**config.mk**
```make
export PLATFORM = sky130hd
export DESIGN_NAME = tx_frontend_flat
export DESIGN_NICKNAME = d
export VERILOG_FILES = /design/src/rtl/ecap5_dwbuart_pkg.sv /design/src/rtl/tx_frontend_if.sv /design/src/rtl/tx_frontend_baud_gen.sv /design/src/rtl/tx_frontend.sv /design/src/flat_wrapper.sv
export SDC_FILE = /design/constraint.sdc
export NUM_CORES = 1
export LEC_CHECK = 0
export BUFFER_PORTS_ARGS = -buffer_cell sky130_fd_sc_hd__buf_2
export CAP_MARGIN = 20
export CELL_PAD_IN_SITES_DETAIL_PLACEMENT = 1
export CELL_PAD_IN_SITES_GLOBAL_PLACEMENT = 1
export CORE_MARGIN = 10
export CORE_UTILIZATION = 43
export CTS_BUF_LIST = sky130_fd_sc_hd__clkbuf_4 sky130_fd_sc_hd__clkbuf_8
export CTS_CLUSTER_DIAMETER = 60
export DETAILED_ROUTE_END_ITERATION = 10
export GPL_ROUTABILITY_DRIVEN = 1
export PLACE_DENSITY_LB_ADDON = 0.1
export SLEW_MARGIN = 5
export SYNTH_ARGS = -nofsm -noshare
export SYNTH_HDL_FRONTEND = slang
export SYNTH_SLANG_ARGS = --single-unit
export TNS_END_PERCENT = 30
```
**constraint.sdc**
```tcl
create_clock -name clk_i -period 2.6 [get_ports clk_i]
set_input_delay 0.52 -clock clk_i [delete_from_list [all_inputs] [get_ports clk_i]]
set_output_delay 0.52 -clock clk_i [all_outputs]
set_load 0.005 [all_outputs]
```
**src/rtl/ecap5_dwbuart_pkg.sv**
```systemverilog
// ----------------------------------------------------------------------------
// ecap5_dwbuart_pkg
//   Types and helpers shared by the UART transmit and receive paths.
//   - uart_state_t : frame sequencing states
//   - parity_t     : cr_p encodings (00/11 none, 01 even, 10 odd)
//   - DIV_W        : width of the bit-period divider
//   - parity_enabled() / reload_value() : decode helpers
// ----------------------------------------------------------------------------
package ecap5_dwbuart_pkg;

    localparam int unsigned DIV_W = 16;

    typedef enum logic [2:0] {
        IDLE   = 3'd0,
        START  = 3'd1,
        DATA   = 3'd2,
        PARITY = 3'd3,
        STOP1  = 3'd4,
        STOP2  = 3'd5
    } uart_state_t;

    typedef enum logic [1:0] {
        PARITY_NONE     = 2'b00,
        PARITY_EVEN     = 2'b01,
        PARITY_ODD      = 2'b10,
        PARITY_NONE_ALT = 2'b11
    } parity_t;

    function automatic logic parity_enabled(input parity_t p);
        return (p == PARITY_EVEN) || (p == PARITY_ODD);
    endfunction

    // A divider of 0 or 1 both mean a one-cycle bit, so the down-counter
    // reloads with max(div,1)-1 and the bit ends when it reaches zero.
    function automatic logic [DIV_W-1:0] reload_value(input logic [DIV_W-1:0] div);
        return (div <= 16'd1) ? '0 : div - 16'd1;
    endfunction

endpackage

```
**src/rtl/tx_frontend_if.sv**
```systemverilog
// ----------------------------------------------------------------------------
// tx_frontend_if
//   Byte-input handshake of the UART transmitter.
//   data_i        : byte to send (LSB first)
//   input_valid_i : data_i valid (driven by the producer)
//   input_ready_o : transmitter can accept a byte (driven by tx_frontend)
//   master = producer side, slave = tx_frontend side.
// ----------------------------------------------------------------------------
interface tx_frontend_if;
    logic [7:0] data_i;
    logic       input_valid_i;
    logic       input_ready_o;

    modport master (output data_i, output input_valid_i, input  input_ready_o);
    modport slave  (input  data_i, input  input_valid_i, output input_ready_o);
endinterface

```
**src/rtl/tx_frontend_baud_gen.sv**
```systemverilog
// ----------------------------------------------------------------------------
// baud_gen
//   Bit-period timer: 16-bit down-counter reloaded with max(div,1)-1 on load.
//   clk_i : clock           rst_i : async reset, active-low
//   load  : reload at a bit boundary (or frame start)
//   div   : bit period in clk_i cycles
//   tick  : counter at zero -- the current bit ends on this cycle's edge
// ----------------------------------------------------------------------------
module baud_gen
    import ecap5_dwbuart_pkg::*;
(
    input  logic             clk_i,
    input  logic             rst_i,
    input  logic             load,
    input  logic [DIV_W-1:0] div,
    output logic             tick
);

    logic [DIV_W-1:0] cnt_q;

    // NOTE: sequential state uses non-blocking assignments so every flop
    // samples pre-edge values, independent of process evaluation order.
    always_ff @(posedge clk_i or negedge rst_i) begin
        if (!rst_i) begin
            cnt_q <= '0;
        end else if (load) begin
            cnt_q <= reload_value(div);
        end else if (cnt_q != '0) begin
            cnt_q <= cnt_q - 1'b1;
        end
    end

    assign tick = (cnt_q == '0);

endmodule

```
**src/rtl/tx_frontend.sv**
```systemverilog
// ----------------------------------------------------------------------------
// tx_frontend
//   UART transmitter: serialises one byte per handshake as
//   START, 7/8 DATA bits (LSB first), optional PARITY, one or two STOP bits.
//   clk_i        : clock                 rst_i     : async reset, active-low
//   cr_clk_div_i : bit period (0,1 -> 1) cr_ds_i   : 0 = 8 bits, 1 = 7 bits
//   cr_p_i       : parity (parity_t)     cr_s_i    : 0 = 1 stop, 1 = 2 stop
//   in_if        : data_i / input_valid_i / input_ready_o handshake
//   uart_tx_o    : registered serial line, idle high
// ----------------------------------------------------------------------------
module tx_frontend
    import ecap5_dwbuart_pkg::*;
(
    input  logic             clk_i,
    input  logic             rst_i,
    input  logic [DIV_W-1:0] cr_clk_div_i,
    input  logic             cr_ds_i,
    input  logic [1:0]       cr_p_i,
    input  logic             cr_s_i,
    tx_frontend_if.slave     in_if,
    output logic             uart_tx_o
);

    uart_state_t      state_q, state_d;
    logic [7:0]       shift_q, shift_d;
    logic [2:0]       bit_cnt_q, bit_cnt_d;
    logic             tx_d;

    // Frame configuration captured at acceptance.
    logic [DIV_W-1:0] div_q;
    logic             ds_q;
    parity_t          p_q;
    logic             s_q;
    logic             par_q;

    logic             accept;
    logic             load;
    logic             tick;
    logic [DIV_W-1:0] div_sel;
    logic [7:0]       data_masked;

    assign in_if.input_ready_o = (state_q == IDLE);
    assign accept              = (state_q == IDLE) && in_if.input_valid_i;

    // The first bit period must use the live divider because div_q only
    // captures it on the accepting edge.
    assign div_sel     = (state_q == IDLE) ? cr_clk_div_i : div_q;
    assign data_masked = cr_ds_i ? {1'b0, in_if.data_i[6:0]} : in_if.data_i;

    baud_gen u_baud_gen (
        .clk_i (clk_i),
        .rst_i (rst_i),
        .load  (load),
        .div   (div_sel),
        .tick  (tick)
    );

    always_ff @(posedge clk_i or negedge rst_i) begin
        if (!rst_i) begin
            state_q   <= IDLE;
            shift_q   <= '0;
            bit_cnt_q <= '0;
            uart_tx_o <= 1'b1;
            div_q     <= '0;
            ds_q      <= 1'b0;
            p_q       <= PARITY_NONE;
            s_q       <= 1'b0;
            par_q     <= 1'b0;
        end else begin
            state_q   <= state_d;
            shift_q   <= shift_d;
            bit_cnt_q <= bit_cnt_d;
            uart_tx_o <= tx_d;
            if (accept) begin
                div_q <= cr_clk_div_i;
                ds_q  <= cr_ds_i;
                p_q   <= parity_t'(cr_p_i);
                s_q   <= cr_s_i;
                par_q <= (^data_masked) ^ (cr_p_i == PARITY_ODD);
            end
        end
    end

    // NOTE: every signal assigned here gets a default first, so no path can
    // leave one unassigned and infer a latch.
    always_comb begin
        state_d   = state_q;
        shift_d   = shift_q;
        bit_cnt_d = bit_cnt_q;
        load      = 1'b0;

        case (state_q)
            IDLE: begin
                if (in_if.input_valid_i) begin
                    state_d   = START;
                    shift_d   = in_if.data_i;
                    bit_cnt_d = '0;
                    load      = 1'b1;
                end
            end
            START: begin
                if (tick) begin
                    state_d = DATA;
                    load    = 1'b1;
                end
            end
            DATA: begin
                if (tick) begin
                    load = 1'b1;
                    if (bit_cnt_q == (ds_q ? 3'd6 : 3'd7)) begin
                        state_d = parity_enabled(p_q) ? PARITY : STOP1;
                    end else begin
                        bit_cnt_d = bit_cnt_q + 3'd1;
                        shift_d   = {1'b0, shift_q[7:1]};
                    end
                end
            end
            PARITY: begin
                if (tick) begin
                    state_d = STOP1;
                    load    = 1'b1;
                end
            end
            STOP1: begin
                if (tick) begin
                    state_d = s_q ? STOP2 : IDLE;
                    load    = s_q;
                end
            end
            STOP2: begin
                if (tick) begin
                    state_d = IDLE;
                end
            end
            default: state_d = IDLE;
        endcase

        // The line is registered: it shows the level of the state entered.
        case (state_d)
            START:   tx_d = 1'b0;
            DATA:    tx_d = shift_d[0];
            PARITY:  tx_d = par_q;
            default: tx_d = 1'b1;
        endcase
    end

endmodule

```
**src/flat_wrapper.sv**
```systemverilog
// flat-port wrapper written by rule: the top's interface ports become plain ports
module tx_frontend_flat import ecap5_dwbuart_pkg::*;
  (clk_i, rst_i, cr_clk_div_i, cr_ds_i, cr_p_i, cr_s_i, uart_tx_o, in_if_data_i, in_if_input_valid_i, in_if_input_ready_o);
  tx_frontend_if in_if_i ();
  input  logic clk_i;
  input  logic rst_i;
  input  logic [DIV_W-1:0] cr_clk_div_i;
  input  logic cr_ds_i;
  input  logic [1:0] cr_p_i;
  input  logic cr_s_i;
  output logic uart_tx_o;
  input wire logic [$bits(in_if_i.data_i)-1:0] in_if_data_i;
  input wire logic [$bits(in_if_i.input_valid_i)-1:0] in_if_input_valid_i;
  output wire logic [$bits(in_if_i.input_ready_o)-1:0] in_if_input_ready_o;
  assign in_if_i.data_i = in_if_data_i;
  assign in_if_i.input_valid_i = in_if_input_valid_i;
  assign in_if_input_ready_o = in_if_i.input_ready_o;
  tx_frontend u_core (.clk_i(clk_i), .rst_i(rst_i), .cr_clk_div_i(cr_clk_div_i), .cr_ds_i(cr_ds_i), .cr_p_i(cr_p_i), .cr_s_i(cr_s_i), .in_if(in_if_i), .uart_tx_o(uart_tx_o));
endmodule
```
==> results.sh <==
export IMPL_finalSetupViolCount=0
export IMPL_gp_congestion=0.7899
export IMPL_worstPathCellList="inv_2 -> ha_2 -> or4b_4 -> or4_4 -> nor3_4 -> o21a_2 -> a21oi_1 -> a311o_1"
export IMPL_wirelength_mm=8.631
export IMPL_arrival_ps=2760
export IMPL_route_detailed_drc=0
export IMPL_cts_inserted_buffers=5
export IMPL_clk_latency_ps=310
export IMPL_synth_simple_area_share_pct=20.06
export IMPL_drt_pass1_iter_count=4
export IMPL_synthAdderAreaFrac_pct=1.925
export IMPL_areaGrowthSynthToFinish_pct=17.40
export IMPL_clockRootBuffer="clkbuf_8"
export IMPL_cts_tree="built"
export IMPL_cts_max_level=2
export IMPL_gr_usage_all_layers_pct=15.57
export IMPL_syn_avg_cell_area_um2=9.847
export IMPL_rows=31
export IMPL_grtUsageMet3_pct=2.934
export IMPL_yosysTopAreaCell="dfrtp_1"
export IMPL_placed_area_um2=3615
export IMPL_netlist_top_cells_count="dfrtp_1, nand2_1, nor2_1, xnor2_1, mux2_2"
export IMPL_fmax_ghz=0.3986
export IMPL_required_ps=2850
export IMPL_hpwlAfterDp_mm=6.625
export IMPL_grtUsageMet2_pct=23.66
export IMPL_synthDistinctLibCells=50
export IMPL_antenna_found_initial=0
export IMPL_synth_top_family_by_area="simple AND/OR/NAND/NOR gates"
export IMPL_slew_viol_final=0
export IMPL_coreArea_um2=7292
export IMPL_synth_area_top_cells="dfrtp_1, mux2_2, xnor2_1, mux2i_1, nand2_1"
export IMPL_design_area_um2=3815
export IMPL_ir_worst_vdd_mv=0.2555
export IMPL_start_util_pct=44.56
export IMPL_clk_pin_slew_ps=100
export IMPL_synth_most_common_cell="dfrtp_1"
export IMPL_cp_slowest_stage_delay_ps=620
export IMPL_r2r_cells=8
export IMPL_reg2reg_from="u_core.u_baud_gen.cnt_q[1]$_DFFE_PN0P_"
export IMPL_synth_compound_area_share_pct=11.24
export IMPL_syn_nets=366
export IMPL_synth_xor_area_share_pct=10.24
export IMPL_synth_seq_area_share_pct=40.08
export IMPL_final_layout_size_suffix_gt1_share_pct=30.45
export IMPL_power_density_nw_per_um2=603.1
export IMPL_status="complete, no violations"
export IMPL_dieArea_um2=11430
export IMPL_syn_area_um2=3249
export IMPL_rsz0062_at_grt="yes"
export IMPL_max_slew_margin_pct=58.45
export IMPL_cp_num_buf_inv=1
export IMPL_grt_max_degree=28
export IMPL_crit_path_end_kind="flip-flop"
export IMPL_syn_inst=330
export IMPL_slowest_stage="or4_4"
export IMPL_synth_ff_type="dfrtp_1"
export IMPL_worstMarginPinSlew_ps=623.3
export IMPL_finalWorstSetupSlack_ps=91.08
export IMPL_power_mw=2.301
export IMPL_fin_crit_ps=2509
export IMPL_nets=416
export IMPL_place_ws_ps=9.984
export IMPL_power_leakage_nw=1.746
export IMPL_insertedDiodeCount=0
export IMPL_cp_start_kind="flip-flop"
export IMPL_synthMuxAreaShare_pct=13.25
export IMPL_crit_type="reg2reg"
export IMPL_io_buffer_count=32
export IMPL_grt_met1_usage_pct=22.05
export IMPL_hold_violations=0
export IMPL_fin_crit_sh_pct=96.50
export IMPL_clk_path_buf_depth=2
export IMPL_fin_util_pct=52.32
export IMPL_routed_via_count=2660
export IMPL_grt_pass1_vias=2854
export IMPL_grt_overflow=0
export IMPL_grt_first_pass_wirelength_mm=14.50
export IMPL_timing_rr_end="u_core.uart_tx_o$_DFF_PN1_"
export IMPL_postRouteAntennaNets=0
export IMPL_cts_sinks=52
export IMPL_synth_async_reset_ratio_pct=100.0
export IMPL_fillCellCount=869
export IMPL_fp_dieH_um=106.9
export IMPL_cp_top_family="simple AND/OR/NAND/NOR gates"
export IMPL_io_pins=33
export IMPL_max_cap_violations=0
export IMPL_yosys_area_top_type_share_pct=39.28
export IMPL_ys_warn_count=0
export IMPL_grt_busiest_layer="met2"
export IMPL_synth_edff_count=0
export IMPL_die_w_um=106.9
export IMPL_crit_fanout=5
export IMPL_clock_skew_ps=6.878
export IMPL_synth_seq_cells=52
export IMPL_hold_path_class="in2async"
export IMPL_drtIter0Drc=101
export IMPL_vias_per_cell=5.542
export IMPL_avgRoutedWirePerCell_um=17.98
export IMPL_r2r_slack_ps=90
## cell families (layout without fill, tap and decap cells)
family	after synthesis	count (layout)
AND/OR/NAND/NOR	123	124
AO/OA/AOI/OAI	52	52
flip-flops	52	52
multiplexers	40	40
XOR/XNOR	38	38
buffers and inverters	20	70
adder cells (fa/ha/maj)	5	5
## worst max-delay path by stage
stage                                            from                                      end  slack (ps)  cells past startpoint
6_report       u_core.u_baud_gen.cnt_q[1]$_DFFE_PN0P_               u_core.uart_tx_o$_DFF_PN1_          90                      8
5_1_grt                   u_core.state_q[2]$_DFF_PN0_  u_core.u_baud_gen.cnt_q[15]$_DFFE_PN0P_         -30                      9
4_1_cts        u_core.u_baud_gen.cnt_q[0]$_DFFE_PN0P_          u_core.bit_cnt_q[0]$_DFFE_PN0P_          70                      8
3_5_place_dp   u_core.u_baud_gen.cnt_q[0]$_DFFE_PN0P_               u_core.uart_tx_o$_DFF_PN1_          10                      8
3_3_place_gp   u_core.u_baud_gen.cnt_q[0]$_DFFE_PN0P_               u_core.uart_tx_o$_DFF_PN1_         110                      8
2_1_floorplan             u_core.state_q[0]$_DFF_PN0_  u_core.u_baud_gen.cnt_q[12]$_DFFE_PN0P_           3                     13
## placed cells by master, fill, tap and decap left out, types with 7 or more instances in the layout
| cell type | synthesis | layout |
|---|---|---|
| nor4_1 | 9 | 9 |
| nor3_1 | 8 | 8 |
| xnor2_1 | 27 | 26 |
| dfrtp_1 | 51 | 51 |
| xor2_1 | 11 | 11 |
| o22ai_1 | 14 | 14 |
| nor2_1 | 27 | 26 |
| o21ai_0 | 9 | 9 |
| buf_2 | 5 | 32 |
| a22oi_1 | 8 | 7 |
| buf_4 | 0 | 21 |
| mux2_2 | 24 | 24 |
| nand3_1 | 9 | 9 |
| mux2i_1 | 16 | 14 |
| nand2_1 | 34 | 34 |
## worst reg2reg max path, delay by kind of cell, from the launching register on
family | cells | cell delay [ps]
buffers and inverters | 1 | 70
adder cells (fa/ha/maj) | 1 | 160
flip-flops | 1 | 430
AO/OA/AOI/OAI | 3 | 500
AND/OR/NAND/NOR | 3 | 1280
## registers in the layout (all words and copies together), names as in the netlist
name / count
u_core.bit_cnt_q: 3
u_core.shift_q: 8
u_core.ds_q: 1
u_core.u_baud_gen.cnt_q: 16
u_core.state_q: 3
u_core.par_q: 1
u_core.uart_tx_o: 1
u_core.div_q: 16
u_core.s_q: 1
u_core.p_q: 2
## report_power, final
| group | total, mW | switching, mW | internal (mW) | leakage [nW] |
|---|---|---|---|---|
| Sequential | 1.09 | 0.146 | 0.942 | 0.676 |
| Clock | 0.516 | 0.288 | 0.228 | 0.0479 |
| Combinational | 0.697 | 0.360 | 0.338 | 1.02 |
| Total | 2.30 | 0.793 | 1.51 | 1.75 |
## through the flow
stage	std cells	hold WS, ps	TNS, ps
6_report	480	211.1	0
5_1_grt	480	239.8	-57.92
4_1_cts	476	230.2	0
3_5_place_dp	466	466.0	0
3_3_place_gp	466	460.1	0
2_1_floorplan	330	224.4	0
## final cells by class
type / count / area (um^2) / area share [%]
multi-input combinational: 259 / 1916 / 50.21
sequential: 52 / 1303 / 34.14
timing repair buffer: 55 / 349.1 / 9.151
tap: 99 / 123.9 / 3.247
clock buffer: 7 / 90.09 / 2.361
inverter: 7 / 26.28 / 0.6888
clock inverter: 1 / 7.507 / 0.1968
## layer usage
layer | up-vias | share of wire [%]
met5 | - | 0
met4 | 0 | 1.0
met3 | 7 | 2.0
met2 | 23 | 47
met1 | 1337 | 50
li1 | 1293 | -
## timing repair
item / in CTS / in global routing
setup endpoints to repair: 1 / 19
cloned: 0 / 1
pin swaps: 1 / 3
setup buffers: 2 / 3
hold buffers: 0 / 0
resized for setup: 0 / 14
Note: power is estimated with default switching activity, not from simulation.
